[src/rtl/servo_motion_sequencer_pkg.sv]
// servo_motion_sequencer_pkg: shared state encoding, motion defaults and frame length derivation
package servo_motion_sequencer_pkg;
   typedef enum logic [1:0] {IDLE, MOVE, SETTLE} state_t;
   localparam int COORD_MAX_DEF = 270;
   localparam int HOME_POS_DEF = 90;
   function automatic int frame_len(input int freq, input int target_freq);
      return freq / target_freq;
   endfunction
endpackage

[src/rtl/servo_motion_sequencer_frame_tick_gen.sv]
// frame_tick_gen: free-running frame timer, tick pulses on the last cycle of each frame
module frame_tick_gen
   import servo_motion_sequencer_pkg::*;
#(
   parameter int FREQ = 25_000_000,
   parameter int TARGET_FREQ = 50
) (
   input  logic clk,
   input  logic rst,
   output logic tick
);
   localparam int FL = frame_len(FREQ, TARGET_FREQ);
   localparam int CW = FL > 1 ? $clog2(FL) : 1;
   localparam logic [CW-1:0] LAST = CW'(FL - 1);
   logic [CW-1:0] cnt_q, cnt_d;
   logic tick_q, tick_d;
   always_comb begin
      cnt_d = cnt_q == LAST ? '0 : cnt_q + 1'b1;
      tick_d = cnt_d == LAST;
   end
   always_ff @(posedge clk) begin
      if (rst) begin
         cnt_q <= '0;
         tick_q <= 1'b0;
      end else begin
         cnt_q <= cnt_d;
         tick_q <= tick_d;
      end
   end
   assign tick = tick_q;
endmodule

[src/rtl/servo_motion_sequencer.sv]
// servo_motion_sequencer: clamps x/y/z targets and rate-limits servo positions once per PWM frame
module servo_motion_sequencer
   import servo_motion_sequencer_pkg::*;
#(
   parameter int FREQ = 25_000_000,
   parameter int TARGET_FREQ = 50,
   parameter int BIT_SIZE = 10,
   parameter int COORD_MAX = COORD_MAX_DEF,
   parameter int HOME_POS = HOME_POS_DEF,
   parameter int STEP_DEG = 10,
   parameter int SETTLE_FRAMES = 2
) (
   input  logic                       clk,
   input  logic                       rst,
   input  logic                       cmd_valid,
   output logic                       cmd_ready,
   input  logic signed [BIT_SIZE-1:0] tgt_x,
   input  logic signed [BIT_SIZE-1:0] tgt_y,
   input  logic signed [BIT_SIZE-1:0] tgt_z,
   input  logic                       stop,
   output logic signed [BIT_SIZE-1:0] pos_x,
   output logic signed [BIT_SIZE-1:0] pos_y,
   output logic signed [BIT_SIZE-1:0] pos_z,
   output logic                       busy,
   output logic                       done,
   output logic                       aborted,
   output logic                       frame_tick
);
   localparam int SW = $clog2(SETTLE_FRAMES + 2);
   localparam int EW = BIT_SIZE + 2;
   typedef logic signed [BIT_SIZE-1:0] ang_t;
   localparam ang_t CMAX = ang_t'(COORD_MAX);
   localparam ang_t HOME = ang_t'(HOME_POS);
   localparam ang_t STEP = ang_t'(STEP_DEG);
   localparam logic signed [EW-1:0] STEP_W = EW'(STEP_DEG);
   function automatic ang_t clamp(input ang_t v);
      return v > CMAX ? CMAX : (v < -CMAX ? -CMAX : v);
   endfunction
   function automatic ang_t step_axis(input ang_t pos, input ang_t tgt);
      logic signed [EW-1:0] d;
      d = {{2{tgt[BIT_SIZE-1]}}, tgt} - {{2{pos[BIT_SIZE-1]}}, pos};
      return (d <= STEP_W && d >= -STEP_W) ? tgt : (d[EW-1] ? pos - STEP : pos + STEP);
   endfunction
   state_t state_q, state_d;
   ang_t pos_q[3], pos_d[3], tgt_q[3], tgt_d[3], tgt_in[3];
   logic [SW-1:0] settle_q, settle_d;
   logic done_q, done_d, aborted_q, aborted_d, at_tgt;
   frame_tick_gen #(.FREQ(FREQ), .TARGET_FREQ(TARGET_FREQ)) u_frame (
      .clk(clk),
      .rst(rst),
      .tick(frame_tick)
   );
   assign tgt_in = '{tgt_x, tgt_y, tgt_z};
   assign at_tgt = pos_q[0] == tgt_q[0] && pos_q[1] == tgt_q[1] && pos_q[2] == tgt_q[2];
   always_comb begin
      state_d = state_q;
      pos_d = pos_q;
      tgt_d = tgt_q;
      settle_d = settle_q;
      done_d = 1'b0;
      aborted_d = 1'b0;
      case (state_q)
         IDLE: begin
            if (cmd_valid) begin
               for (int i = 0; i < 3; i++) tgt_d[i] = clamp(tgt_in[i]);
               state_d = MOVE;
            end
         end
         MOVE: begin
            if (stop) begin
               state_d = IDLE;
               aborted_d = 1'b1;
            end else if (at_tgt) begin
               state_d = SETTLE;
               settle_d = SW'(SETTLE_FRAMES);
            end else if (frame_tick) begin
               for (int i = 0; i < 3; i++) pos_d[i] = step_axis(pos_q[i], tgt_q[i]);
            end
         end
         SETTLE: begin
            if (stop) begin
               state_d = IDLE;
               aborted_d = 1'b1;
            end else if (settle_q == '0) begin
               state_d = IDLE;
               done_d = 1'b1;
            end else if (frame_tick) begin
               settle_d = settle_q - 1'b1;
            end
         end
         default: state_d = IDLE;
      endcase
   end
   always_ff @(posedge clk) begin
      if (rst) begin
         state_q <= IDLE;
         for (int i = 0; i < 3; i++) begin
            pos_q[i] <= HOME;
            tgt_q[i] <= HOME;
         end
         settle_q <= '0;
         done_q <= 1'b0;
         aborted_q <= 1'b0;
      end else begin
         state_q <= state_d;
         pos_q <= pos_d;
         tgt_q <= tgt_d;
         settle_q <= settle_d;
         done_q <= done_d;
         aborted_q <= aborted_d;
      end
   end
   assign cmd_ready = state_q == IDLE;
   assign busy = state_q != IDLE;
   assign done = done_q;
   assign aborted = aborted_q;
   assign pos_x = pos_q[0];
   assign pos_y = pos_q[1];
   assign pos_z = pos_q[2];
endmodule

[config.mk]
export PLATFORM = sky130hd
export DESIGN_NAME = servo_motion_sequencer
export DESIGN_NICKNAME = d
export VERILOG_FILES = /design/src/rtl/servo_motion_sequencer_pkg.sv /design/src/rtl/servo_motion_sequencer_frame_tick_gen.sv /design/src/rtl/servo_motion_sequencer.sv
export SDC_FILE = /design/constraint.sdc
export NUM_CORES = 1
export LEC_CHECK = 0
export CAP_MARGIN = 15
export CORE_UTILIZATION = 50
export CTS_CLUSTER_SIZE = 8
export DETAILED_ROUTE_END_ITERATION = 7
export GPL_TIMING_DRIVEN = 0
export HOLD_SLACK_MARGIN = 0.1
export PLACE_DENSITY = 0.8
export SLEW_MARGIN = 15
export SYNTH_ARGS = -nofsm -noshare
export SYNTH_HDL_FRONTEND = slang
export SYNTH_SLANG_ARGS = --single-unit
[constraint.sdc]
create_clock -name clk -period 3.97 [get_ports clk]
set_input_delay 0.5955 -clock clk [delete_from_list [all_inputs] [get_ports clk]]
set_output_delay 0.5955 -clock clk [all_outputs]
set_load 0.05 [all_outputs]
# Word-level counts from Yosys, hierarchy flattened
# Index checks and enable logic that the tools add are counted.
[word_totals] register_bits=86 inputBits=34 output_inout_bits=35 word_cells=96
[op_classes] n_addsub=11 order_cmp=12 n_eq_ne=15 n_mux=26 bitwise_logic=4 reduce_logical=16
[op_table] op="2-to-1 mux 10 bit" count=12
[op_table] op="== test 19 bit (second input constant)" count=2
[op_table] op=">= comparator 11 x 5 -> 1 bit (second input constant)" count=3
[op_table] op="<= comparator 11 x 5 -> 1 bit (second input constant)" count=3
[op_table] op="subtractor 10 x 10 -> 11 bit" count=3
[op_table] op="adder 10 x 5 -> 10 bit (second input constant)" count=3
[op_table] op="== test 10 bit" count=3
[op_table] op="greater-than comparator 10 bit (second input constant)" count=3
[op_table] op="less-than comparator 10 bit (second input constant)" count=3
[op_table] op="subtractor 10 x 5 -> 10 bit (second input constant)" count=3
[op_table] op="adder 19 x 1 -> 19 bit (second input constant)" count=1
[op_table] op="2-to-1 mux 19 bit" count=1
[op_table] op="2-to-1 mux 2 bit" count=9
[op_table] op="inequality test 2 bit (second input constant)" count=5
[op_table] op="inequality test 3 bit (second input constant)" count=2
[op_table] op="one-hot mux 2 bit (3 select lines)" count=1
[op_table] op="AND reduction 6 bit" count=1
[op_table] op="logical AND 1 bit" count=5
[op_table] op="zero test 2 bit" count=2
[op_table] op="NOT 1 bit" count=4
[op_table] op="one-hot mux 2 bit (2 select lines)" count=1
[op_table] op="AND reduction 4 bit" count=1
[op_table] op="nonzero test 2 bit" count=2
[op_table] op="OR reduction 2 bit" count=2
[op_table] op="8 further kinds" count=9

# Depth between registers and ports, before layout
# Gate-level depths: netlist of run 1.
[depth] word_depth=6 depth_mapped=19 ltp_nobuf=19

# By module
# Synthesis of run 1 repeated with hierarchy kept, for this count alone.
[hier_totals] cells_unflattened=865 hier_area_um2=6915.4
[by_module_without_submodules] module="servo_motion_sequencer" instances=1 cells_each=740 area_each_um2=5793.1 seq_area_each_um2=1321.3
[by_module_without_submodules] module="frame_tick_gen" instances=1 cells_each=125 area_each_um2=1122.3 seq_area_each_um2=400.4

# Worst setup path after synthesis of run 1
# Ideal clock, no wire load.
[synth_path] path_kind="reg-to-reg" startpoint="register pos_q (netlist bit pos_y[1])" endpoint="register pos_q (netlist bit pos_y[9])" setup_ps=140 arrival_ps=3821 required_time_ps=3830 slack_ps=9 stages_incl_launch_ff=18 n_path_buf=0 synth_period_minus_slack_ps=3961 cell_sequence="dfxtp_1 > inv_1 > fa_1 > a211oi_1 > o21bai_1 > a21oi_1 > o22a_1 > inv_1 > ha_1 > a21o_1 > a21o_1 > nand2_1 > nand2_1 > a31oi_1 > xnor2_1 > and4_1 > o21ai_0 > o221ai_1"
[synth_via] elab_chain_len=5 elab_cells_between_ends=13 classes_between="3 x add/sub; 2 x order compare; 1 x eq/ne; 2 x mux; 1 x bitwise; 4 x reduce/logical"
[synth_rtl] element="start, declared" line_no="servo_motion_sequencer.sv:45" text="ang_t pos_q[3], pos_d[3], tgt_q[3], tgt_d[3], tgt_in[3];"
[synth_rtl] element="start signal, assigned" line_no="servo_motion_sequencer.sv:106" text="pos_q <= pos_d;"
[synth_rtl] element="branches (longest 5 deep; another with subtractor 10 x 10 -> 11 bit)"
# Several ways; the timed one is not identified.
# A chain may end at the register's enable or synchronous reset.

# Final worst setup path of run 1
[layout_path] startpoint="register pos_q (netlist bit pos_x[0])" endpoint="register pos_q (netlist bit pos_x[5])"
# The elaborated chain is that of the path after synthesis.

==> results.py, run 1 <==
metrics = {
    "global_routing": {
        "track_usage_pct": 27.7,
        "grt_pass1_wl_mm": 28.6,
        "grt_max_degree": 15,
        "gr-total-overflow": 0,
        "antenna_found_initial": 0,
        "grt_pass1_vias": 5872,
    },
    "critical_path": {
        "reg2reg_from": "pos_x[0]$_SDFFE_PP0P_",
        "endpoint_kind": "flop",
        "crit_end": "pos_x[5]$_SDFFE_PP0P_",
        "cp_data_required_time_ns": 4.16,
        "r2r_cells": 13,
        "critPathLaunch": "pos_x[0]$_SDFFE_PP0P_",
        "cp.depth": 13,
        "reg2reg_to": "pos_x[5]$_SDFFE_PP0P_",
        "cpLargestDelayFamily": "simple AND/OR/NAND/NOR gates",
        "crit_chain": "ha_1 -> inv_1 -> fa_1 -> a21oi_1 -> nor2_1 -> nor3_4 -> o22ai_2 -> or4b_1 -> or4_1 -> mux2i_2 -> buf_6 -> mux2i_1 -> a21oi_1",
        "max_stage_delay_ns": 0.52,
        "critical_path_class": "flop to flop",
        "worstPathBufferInverterCount": 2,
        "r2r_slack_ns": 0.22,
        "crit_top_cell": "a21oi_1",
        "cp_slowest_cell": "or4b_1",
        "cp_max_fo": 10,
        "setup.worst_path.start_class": "flop",
        "cp.arrival_ns": 3.94,
    },
    "floorplan": {
        "initial_utilization_pct": 52.3,
        "die-area_sq_mm": 0.0133,
        "rows": 40,
        "boundaryPins": 69,
        "die_x_um": 115,
        "die_h_um": 115,
        "core_sq_mm": 0.0123,
    },
    "synthesis": {
        "synthesis.area_sq_mm": 0.00641,
        "yosys.cell_types.count": 63,
        "yosys_warnings": 0,
        "synth_area_per_cell_sq_um": 7.92,
        "syn_inst": 809,
        "ys_ff_latch": 86,
        "yosysSeqAreaShare_pct": 26.9,
        "synth_edf_count": 0,
        "syn_nets": 908,
        "ys.flop_type": "dfxtp_1",
        "synthArstFlopShare_pct": 0,
    },
    "sta": {
        "max_freq_mhz": 267,
        "hold_slack_ns": 0.461,
        "period_share_pct": 94.4,
        "worstMarginPinSlew_ns": 0.792,
        "relSlewSlack_pct": 47.2,
        "tns_ns": 0,
        "slew_viol_final": 0,
        "setup_violations": 0,
        "final_hold_viol_count": 0,
        "fin_crit_ns": 3.75,
        "skew_ns": 0.00728,
    },
    "power": {
        "comb_power_share_pct": 40.1,
        "leakage_nw": 3.22,
        "p_sw_share_pct": 35.4,
        "switching_power_w": 0.00102,
        "p_clk_share_pct": 27.7,
        "sequentialPowerShare_pct": 32.2,
        "peakVddDrop_uv": 245,
        "power_w": 0.00289,
        "power_density_mw_per_mm2": 375,
        "power.internal_w": 0.00187,
    },
    "detailed_routing": {
        "wl_per_cell_um": 16.8,
        "drc": 0,
        "drt-initial-drc-count": 499,
        "drt-total-wl_mm": 18.0,
        "vias_per_cell": 5.93,
        "ant_nets": 0,
        "first_pass_iters": 7,
        "via_count": 6340,
    },
    "final_layout": {
        "drive_gt1_share_pct": 5.66,
        "n_antenna_cell": 0,
        "layoutNonFillerInstCount": 1069,
        "syn_to_final_growth_pct": 20.3,
        "fin_nets": 996,
        "fin_util_pct": 62.9,
    },
    "run_status": {
        "status": "finished, final reports clean",
    },
    "clocking": {
        "clock-sinks": 86,
        "htreeDepth": 3,
        "cts_root_buf": "clkbuf_16",
        "cts.path.max_buffers": 2,
        "cts_tree": "built",
        "clk_pin_slew_ns": 0.06,
        "cts_buffers": 9,
        "hold_buffers": 0,
        "clkLatencyLatePin_ns": 0.35,
    },
    "placement": {
        "dp_cells": 1044,
        "routabilityCongestion": 0.892,
        "port-buffer-count": 67,
        "hpwl_mm": 13.3,
    },
    "hold_path": {
        "hold_class": "flop to flop",
    },
    "flow_run": {
        "drv_cap": 0,
    },
}
how the worst min path moves through the flow:
stage	from	endpoint	slack, ns	depth (start not counted)
after global routing	settle_q[0]$_SDFFE_PP0P_	settle_q[0]$_SDFFE_PP0P_	0.49	2
after global placement	tgt_q[0]$_SDFFE_PP0P_	tgt_q[0]$_SDFFE_PP0P_	0.44	2
final	tgt_q[0]$_SDFFE_PP0P_	tgt_q[0]$_SDFFE_PP0P_	0.46	2
after detailed placement	tgt_q[0]$_SDFFE_PP0P_	tgt_q[0]$_SDFFE_PP0P_	0.45	2
after CTS	tgt_q[0]$_SDFFE_PP0P_	tgt_q[0]$_SDFFE_PP0P_	0.46	2
after floorplan	u_frame.cnt_q[0]$_SDFF_PP0_	u_frame.cnt_q[0]$_SDFF_PP0_	0.43	1
layout by cell type, fill, tap and decap left out, types with 3 or more instances in the layout:
master / instances
dfxtp_1: 82
nor2_1: 78
clkdlybuf4s50_1: 67
ha_1: 59
inv_1: 56
a21oi_1: 56
o21ai_0: 55
nand2_1: 50
xor2_1: 31
xnor2_1: 30
nor3_1: 27
nand3_1: 26
clkbuf_1: 25
mux2i_1: 22
nand4_1: 17
nor2b_1: 14
nand2b_1: 14
o211ai_1: 13
a21o_1: 12
o21bai_1: 11
nor4_1: 11
a31oi_1: 10
buf_4: 10
and3_1: 9
clkbuf_16: 9
o21a_1: 8
fa_1: 6
nand4b_1: 5
a211oi_1: 4
nand3b_1: 4
nor4b_1: 4
or3_1: 4
dfxtp_2: 4
a21oi_2: 3
or4b_1: 3
o41ai_1: 3
a41oi_1: 3
what timing repair did:
action	in CTS	in global routing
endpoints found under the setup margin	7	17
cloned	0	0
resized for setup	4	15
buffers inserted	0	10
pin swaps	0	4
kinds of logic (layout without fill, tap and decap cells):
group	after synthesis	in the layout	synth area share, %
multiplexers	25	25	3.98
XOR/XNOR	61	61	8.34
adder cells (fa/ha/maj)	65	65	13.4
AND/OR/NAND/NOR	280	280	22.4
flip-flops	86	86	26.9
AO/OA/AOI/OAI	203	203	19.7
buffers and inverters	89	181	5.37
through the flow:
stage               setup WS, ns  instance area, sq um
global placement          -0.388                  7290
floorplan                0.00866                  6410
finish                     0.224                  7710
detailed placement        -0.450                  7290
global route            -0.00271                  7710
CTS                      -0.0145                  7580
synthesized netlist by cell type (all sizes together) (10+ instances only):
| master | count | area share, % |
|---|---|---|
| a21o | 12 | 1.4 |
| a21oi | 59 | 4.6 |
| a31oi | 10 | 0.98 |
| clkbuf | 25 | 1.5 |
| dfxtp | 86 | 27 |
| ha | 59 | 12 |
| inv | 58 | 3.4 |
| mux2i | 24 | 3.8 |
| nand2 | 50 | 2.9 |
| nand2b | 14 | 1.4 |
| nand3 | 26 | 2.0 |
| nand4 | 17 | 1.7 |
| nor2 | 78 | 4.6 |
| nor2b | 14 | 1.4 |
| nor3 | 28 | 2.4 |
| nor4 | 13 | 1.3 |
| o211ai | 13 | 1.5 |
| o21ai | 56 | 4.4 |
| o21bai | 11 | 1.3 |
| xnor2 | 30 | 4.1 |
| xor2 | 31 | 4.2 |
power groups by stage:
stage,clock network (W),registers (W),logic [W]
after floorplan,0,0.000937,0.000833
after global placement,0,0.000946,0.00103
after detailed placement,0,0.000948,0.00106
after CTS,0.000804,0.000929,0.00107
after global routing,0.000841,0.000935,0.00128
final,0.000799,0.000932,0.00116
routing by layer:
metal	up-vias	wire, um	GRT usage [%]
li1	3089	-	-
met4	0	365	9.96
met3	27	1150	3.90
met5	-	0	0
met2	243	8620	47.6
met1	2981	7870	35.3
cell type report:
cell class              instances  area, sq um
plain buffers                  30          123
clock buffers                  10          239
clock inverters                 5         35.0
fillers                      1070         4550
inverters                      59          221
multi-input cells             634         4410
flip-flops and latches         86         1730
well taps                     168          210
repair buffers                 77          746
worst register-to-register path, cell delays in order, from the launching register on:
cell and delay, ns:
dfxtp_1 0.39, ha_1 0.22, inv_1 0.08, fa_1 0.41, a21oi_1 0.19, nor2_1 0.09, nor3_4 0.16, o22ai_2 0.15
or4b_1 0.52, or4_1 0.49, mux2i_2 0.36, buf_6 0.22, mux2i_1 0.21, a21oi_1 0.09
registers in the layout, indices dropped and copies added (netlist names):
| signal | cells |
|---|---|
| tgt_q | 30 |
| aborted | 1 |
| done | 1 |
| state_q | 2 |
| pos_x | 10 |
| u_frame.cnt_q | 19 |
| u_frame.tick | 1 |
| pos_z | 10 |
| pos_y | 10 |
| settle_q | 2 |
Power figures use the tool's default switching activity.
==> run 2: changes to the inputs <==
--- a/config.mk
+++ b/config.mk
@@ -5,7 +5,7 @@
 export SDC_FILE = /design/constraint.sdc
 export NUM_CORES = 1
 export LEC_CHECK = 0
-export CAP_MARGIN = 15
+export CAP_MARGIN = 20
 export CORE_UTILIZATION = 50
 export CTS_CLUSTER_SIZE = 8
 export DETAILED_ROUTE_END_ITERATION = 7
==> constraint.sdc (replaced) <==
create_clock -name clk -period 3.9 [get_ports clk]
set_input_delay 0.585 -clock clk [delete_from_list [all_inputs] [get_ports clk]]
set_output_delay 0.585 -clock clk [all_outputs]
set_load 0.05 [all_outputs]
==> results.py, run 2 (synthesis results as in run 1) <==
metrics = {
    "sta": {
        "setup_violations": 0,
        "skew_ns": 0.00999,
        "period_share_pct": 96.1,
        "fin_crit_ns": 3.75,
        "slew_viol_final": 0,
        "relSlewSlack_pct": 53.1,
        "max_freq_mhz": 267,
        "worstMarginPinSlew_ns": 0.684,
        "final_hold_viol_count": 0,
        "rsz0062_at_grt": "yes",
    },
    "global_routing": {
        "track_usage_pct": 27.6,
        "grt_pass1_wl_mm": 28.4,
        "gr-total-overflow": 0,
        "grt_max_degree": 16,
        "antenna_found_initial": 0,
        "grt_pass1_vias": 5796,
    },
    "floorplan": {
        "die_x_um": 115,
        "die-area_sq_mm": 0.0133,
        "boundaryPins": 69,
        "initial_utilization_pct": 52.3,
        "rows": 40,
        "core_sq_mm": 0.0123,
        "die_h_um": 115,
    },
    "final_layout": {
        "top_register": "tgt_q",
        "syn_to_final_growth_pct": 20.9,
        "layout_common_cells": "dfxtp_1 (79), nor2_1 (78), clkdlybuf4s50_1 (67)",
        "largestRegisters": "tgt_q x30, u_frame.cnt_q x19",
        "design_area_sq_mm": 0.00774,
        "largest_reg_flops": 30,
        "final_common_cell": "dfxtp_1",
        "n_antenna_cell": 0,
        "layoutNonFillerInstCount": 1069,
        "fin_nets": 995,
        "fillers": 1077,
        "drive_gt1_share_pct": 6.55,
    },
    "critical_path": {
        "cp_max_fo": 3,
        "critical_path_class": "flop to flop",
        "max_stage_delay_ns": 0.41,
        "cp_data_required_time_ns": 4.15,
        "cp_slowest_cell": "fa_1",
        "worstPathBufferInverterCount": 1,
        "endpoint_kind": "flop",
        "setup.worst_path.start_class": "flop",
        "cp.arrival_ns": 3.99,
        "crit_chain": "ha_1 -> inv_1 -> fa_1 -> a21oi_2 -> o22ai_2 -> o21bai_1 -> a41oi_2 -> ha_1 -> a21o_1 -> a21oi_2 -> nor2b_1 -> o21a_1 -> o41ai_2 -> xnor2_1 -> nor4_1 -> nand2_1 -> o311ai_1",
        "r2r_slack_ns": 0.15,
        "cpLargestDelayFamily": "compound AO/OA/AOI/OAI gates",
    },
    "power": {
        "peakVddDrop_uv": 286,
        "power_density_mw_per_mm2": 382,
        "leakage_nw": 3.21,
    },
    "clocking": {
        "cts_buffers": 9,
        "cts.path.max_buffers": 2,
        "clkLatencyLatePin_ns": 0.35,
        "clk_pin_slew_ns": 0.06,
        "cts_root_buf": "clkbuf_16",
        "cts_tree": "built",
        "clock-sinks": 86,
        "htreeDepth": 3,
        "hold_buffers": 0,
    },
    "hold_path": {
        "hold_class": "flop to flop",
    },
    "detailed_routing": {
        "wl_per_cell_um": 16.5,
        "vias_per_cell": 5.80,
        "ant_nets": 0,
        "wl_met2_mm": 8.08,
        "first_pass_iters": 5,
        "drt-initial-drc-count": 378,
        "drt-total-wl_mm": 17.6,
        "drc": 0,
        "via_count": 6200,
        "met1_length_mm": 7.68,
        "highest_layer": "met4",
        "dr_wl_met3_mm": 1.23,
    },
    "placement": {
        "port-buffer-count": 67,
        "routabilityCongestion": 0.959,
        "dp_cells": 1044,
        "placed_area_sq_mm": 0.00729,
        "hpwl_mm": 12.9,
    },
    "flow_run": {
        "drv_cap": 0,
    },
    "run_status": {
        "status": "finished, final reports clean",
    },
}
==> run 2: layout make-up <==
class                   count  area, sq um  share of cell area (%)
well taps                 168          210                    2.71
inverters                  59          221                    2.86
clock inverters             5         41.3                   0.533
clock buffers              11          243                    3.13
plain buffers              30          123                    1.58
multi-input cells         634         4440                    57.3
flip-flops and latches     86         1730                    22.3
repair buffers             76          738                    9.53
==> run 2: report_power, final <==
group          switching (W)  internal, W  leakage (nW)
Combinational       0.000638     0.000540          2.38
Clock               0.000377     0.000455         0.133
Sequential         0.0000339     0.000912         0.700
Total                0.00105      0.00191          3.21
==> run 2: layer usage <==
metal  global-route usage [%]  vias up
met1                     35.9     2870
met4                     12.9        0
li1                         -     3084
met2                     44.7      204
met3                     4.74       42
met5                        0        -
==> run 2: repair_timing <==
action | 4_1_cts | 5_1_grt
gates resized for setup | 4 | 21
buffers inserted | 4 | 5
pin swaps | 2 | 5
setup endpoints to repair | 8 | 23
==> run 2: worst paths after layout <==
check,startpoint,end,depth (start not counted)
min,tgt_q[0]$_SDFFE_PP0P_,tgt_q[0]$_SDFFE_PP0P_,2
max,pos_z[0]$_SDFFE_PP0P_,pos_z[9]$_SDFFE_PP0P_,17
max reg2reg,pos_z[0]$_SDFFE_PP0P_,pos_z[9]$_SDFFE_PP0P_,17
min reg2reg,tgt_q[0]$_SDFFE_PP0P_,tgt_q[0]$_SDFFE_PP0P_,2
==> run 2: through the flow <==
| stage | setup TNS, ns | total power [W] | setup WS (ns) | util (%) | hold WS [ns] |
|---|---|---|---|---|---|
| CTS | 0 | 0.00288 | 0.0209 | 62.1 | 0.452 |
| finish | 0 | 0.00296 | 0.154 | 63.2 | 0.455 |
| floorplan | 0 | 0.00180 | 0.0683 | - | 0.430 |
| global route | -0.125 | 0.00313 | -0.0793 | 63.2 | 0.497 |
| detailed placement | -0.627 | 0.00204 | -0.296 | 59.5 | 0.445 |
| global placement | -0.547 | 0.00202 | -0.284 | 59.5 | 0.441 |
==> run 2: tightest hold or removal path: stages, from the launching register on <==
cell and delay, ns:
dfxtp_1 0.31, nand2_1 0.05, a21oi_1 0.05
==> run 3: changes to the inputs <==
==> constraint.sdc (replaced) <==
create_clock -name clk -period 4.2 [get_ports clk]
set_input_delay 0.63 -clock clk [delete_from_list [all_inputs] [get_ports clk]]
set_output_delay 0.63 -clock clk [all_outputs]
set_load 0.05 [all_outputs]
==> results.py, run 3 (synthesis results as in run 1) <==
metrics = {
    "run_status": {
        "status": "finished, final reports clean",
    },
    "global_routing": {
        "grt_max_degree": 15,
        "track_usage_pct": 27.7,
        "antenna_found_initial": 0,
        "gr-total-overflow": 0,
        "grt_pass1_wl_mm": 28.6,
        "grt_pass1_vias": 5873,
    },
    "clocking": {
        "cts_tree": "built",
        "cts_root_buf": "clkbuf_16",
        "clk_pin_slew_ns": 0.06,
        "htreeDepth": 3,
        "clkLatencyLatePin_ns": 0.35,
        "cts_buffers": 9,
        "hold_buffers": 0,
        "clock-sinks": 86,
        "cts.path.max_buffers": 2,
    },
    "power": {
        "peakVddDrop_uv": 234,
        "power_w": 0.00268,
        "power_density_mw_per_mm2": 353,
        "leakage_nw": 3.18,
    },
    "detailed_routing": {
        "drt-total-wl_mm": 17.9,
        "via_count": 6282,
        "ant_nets": 0,
        "first_pass_iters": 5,
        "drc": 0,
        "vias_per_cell": 5.91,
        "wl_per_cell_um": 16.8,
        "drt-initial-drc-count": 492,
    },
    "critical_path": {
        "cp.arrival_ns": 4.16,
        "cp_max_fo": 7,
        "endpoint_kind": "flop",
        "cp_data_required_time_ns": 4.42,
        "critical_path_class": "flop to flop",
        "max_stage_delay_ns": 0.45,
        "cp_slowest_cell": "dfxtp_1",
        "setup.worst_path.start_class": "flop",
        "critPathLaunch": "pos_z[2]$_SDFFE_PP0P_",
        "reg2reg_from": "pos_z[2]$_SDFFE_PP0P_",
        "crit_chain": "inv_1 -> ha_1 -> a21oi_1 -> o22ai_1 -> o21bai_1 -> a41oi_2 -> inv_1 -> fa_1 -> a21o_1 -> a21oi_1 -> nor2b_1 -> o21a_1 -> o41ai_2 -> xnor2_1 -> a41oi_1 -> o311ai_1",
        "r2r_cells": 16,
    },
    "sta": {
        "slew_viol_final": 0,
        "fin_crit_ns": 3.94,
        "setup_violations": 0,
        "skew_ns": 0.00611,
        "hold_slack_ns": 0.460,
        "period_share_pct": 93.8,
        "max_freq_mhz": 254,
        "relSlewSlack_pct": 48.8,
        "worstMarginPinSlew_ns": 0.768,
        "final_hold_viol_count": 0,
        "rsz0062_at_grt": "no",
    },
    "floorplan": {
        "die_h_um": 115,
        "boundaryPins": 69,
        "rows": 40,
        "core_sq_mm": 0.0123,
        "die-area_sq_mm": 0.0133,
        "initial_utilization_pct": 52.3,
        "die_x_um": 115,
    },
    "placement": {
        "placed_area_sq_mm": 0.00729,
        "hpwl_mm": 13.3,
        "routabilityCongestion": 0.892,
        "port-buffer-count": 67,
        "dp_cells": 1044,
    },
    "hold_path": {
        "min_path_cells": 2,
        "hold_class": "flop to flop",
        "holdCritStartpoint": "tgt_q[0]$_SDFFE_PP0P_",
    },
    "final_layout": {
        "fin_nets": 990,
        "layoutNonFillerInstCount": 1063,
        "top_register": "tgt_q",
        "final_common_cell": "dfxtp_1",
        "fillers": 1081,
        "layout_common_cells": "dfxtp_1 (84), nor2_1 (78), clkdlybuf4s50_1 (67)",
        "drive_gt1_share_pct": 3.80,
        "design_area_sq_mm": 0.00761,
        "n_antenna_cell": 0,
        "largest_reg_flops": 30,
        "largestRegisters": "tgt_q x30, u_frame.cnt_q x19",
        "syn_to_final_growth_pct": 18.8,
    },
    "flow_run": {
        "drv_cap": 0,
    },
}
-- run 3: changes by cell type in the layout (fill, tap and decap cells not counted), sizes merged --
| cell | previous run | this run |
|---|---|---|
| clkbuf | 36 | 35 |
| clkinvlp | 2 | 1 |
| inv | 60 | 59 |
| clkinv | 2 | 4 |
| buf | 14 | 9 |
-- run 3: metal layers --
metal	wire (um)	part of all wire (%)	up-vias	global-route usage [%]
li1	-	-	3074	-
met1	7670	43	2929	35.3
met2	8500	48	247	47.6
met3	1280	7.2	32	3.90
met4	395	2.2	0	9.96
met5	0	0	-	0
-- run 3: critical path, delay by kind of cell (launching register included) --
family          cells  cell delay (ns)
fa+ha+maj           2             0.81
simple gates        1             0.08
buf+inv             2             0.27
compound gates     10             2.05
xor+xnor            1             0.16
flops               1             0.45
-- run 3: final cells by class --
cell class | count | area, sq um | share of cell area (%)
plain buffers | 30 | 123 | 1.61
clock buffers | 10 | 239 | 3.14
clock inverters | 5 | 35.0 | 0.460
inverters | 59 | 221 | 2.91
multi-input cells | 634 | 4360 | 57.3
flip-flops and latches | 86 | 1720 | 22.7
well taps | 168 | 210 | 2.76
repair buffers | 71 | 701 | 9.21
-- run 3: final timing paths --
check | endpoint | slack [ns]
worst max-delay path | pos_z[9]$_SDFFE_PP0P_ | 0.26
worst min register to register | tgt_q[0]$_SDFFE_PP0P_ | 0.46
worst min-delay path | tgt_q[0]$_SDFFE_PP0P_ | 0.46
worst max register to register | pos_z[9]$_SDFFE_PP0P_ | 0.26
-- run 3: where the power goes --
part | internal (W) | switching [W]
sequential | 0.000847 | 0.0000329
clock | 0.000415 | 0.000346
combinational | 0.000473 | 0.000568
total | 0.00174 | 0.000947
-- run 3: repair_timing --
| item | 4_1_cts | 5_1_grt |
|---|---|---|
| endpoints found under the setup margin | 1 | 11 |
| pin swaps | 0 | 2 |
| setup buffers | 0 | 4 |
| gates resized for setup | 2 | 4 |
| gates cloned | 0 | 0 |
-- run 3: metrics by stage --
step,utilization [%],TNS (ns),worst slack [ns]
2_1_floorplan,-,0,0.239
3_3_place_gp,59.4,-0.158,-0.158
3_5_place_dp,59.4,-0.220,-0.220
4_1_cts,61.8,0,0.0751
5_1_grt,62.1,0,0.0272
6_report,62.1,0,0.260
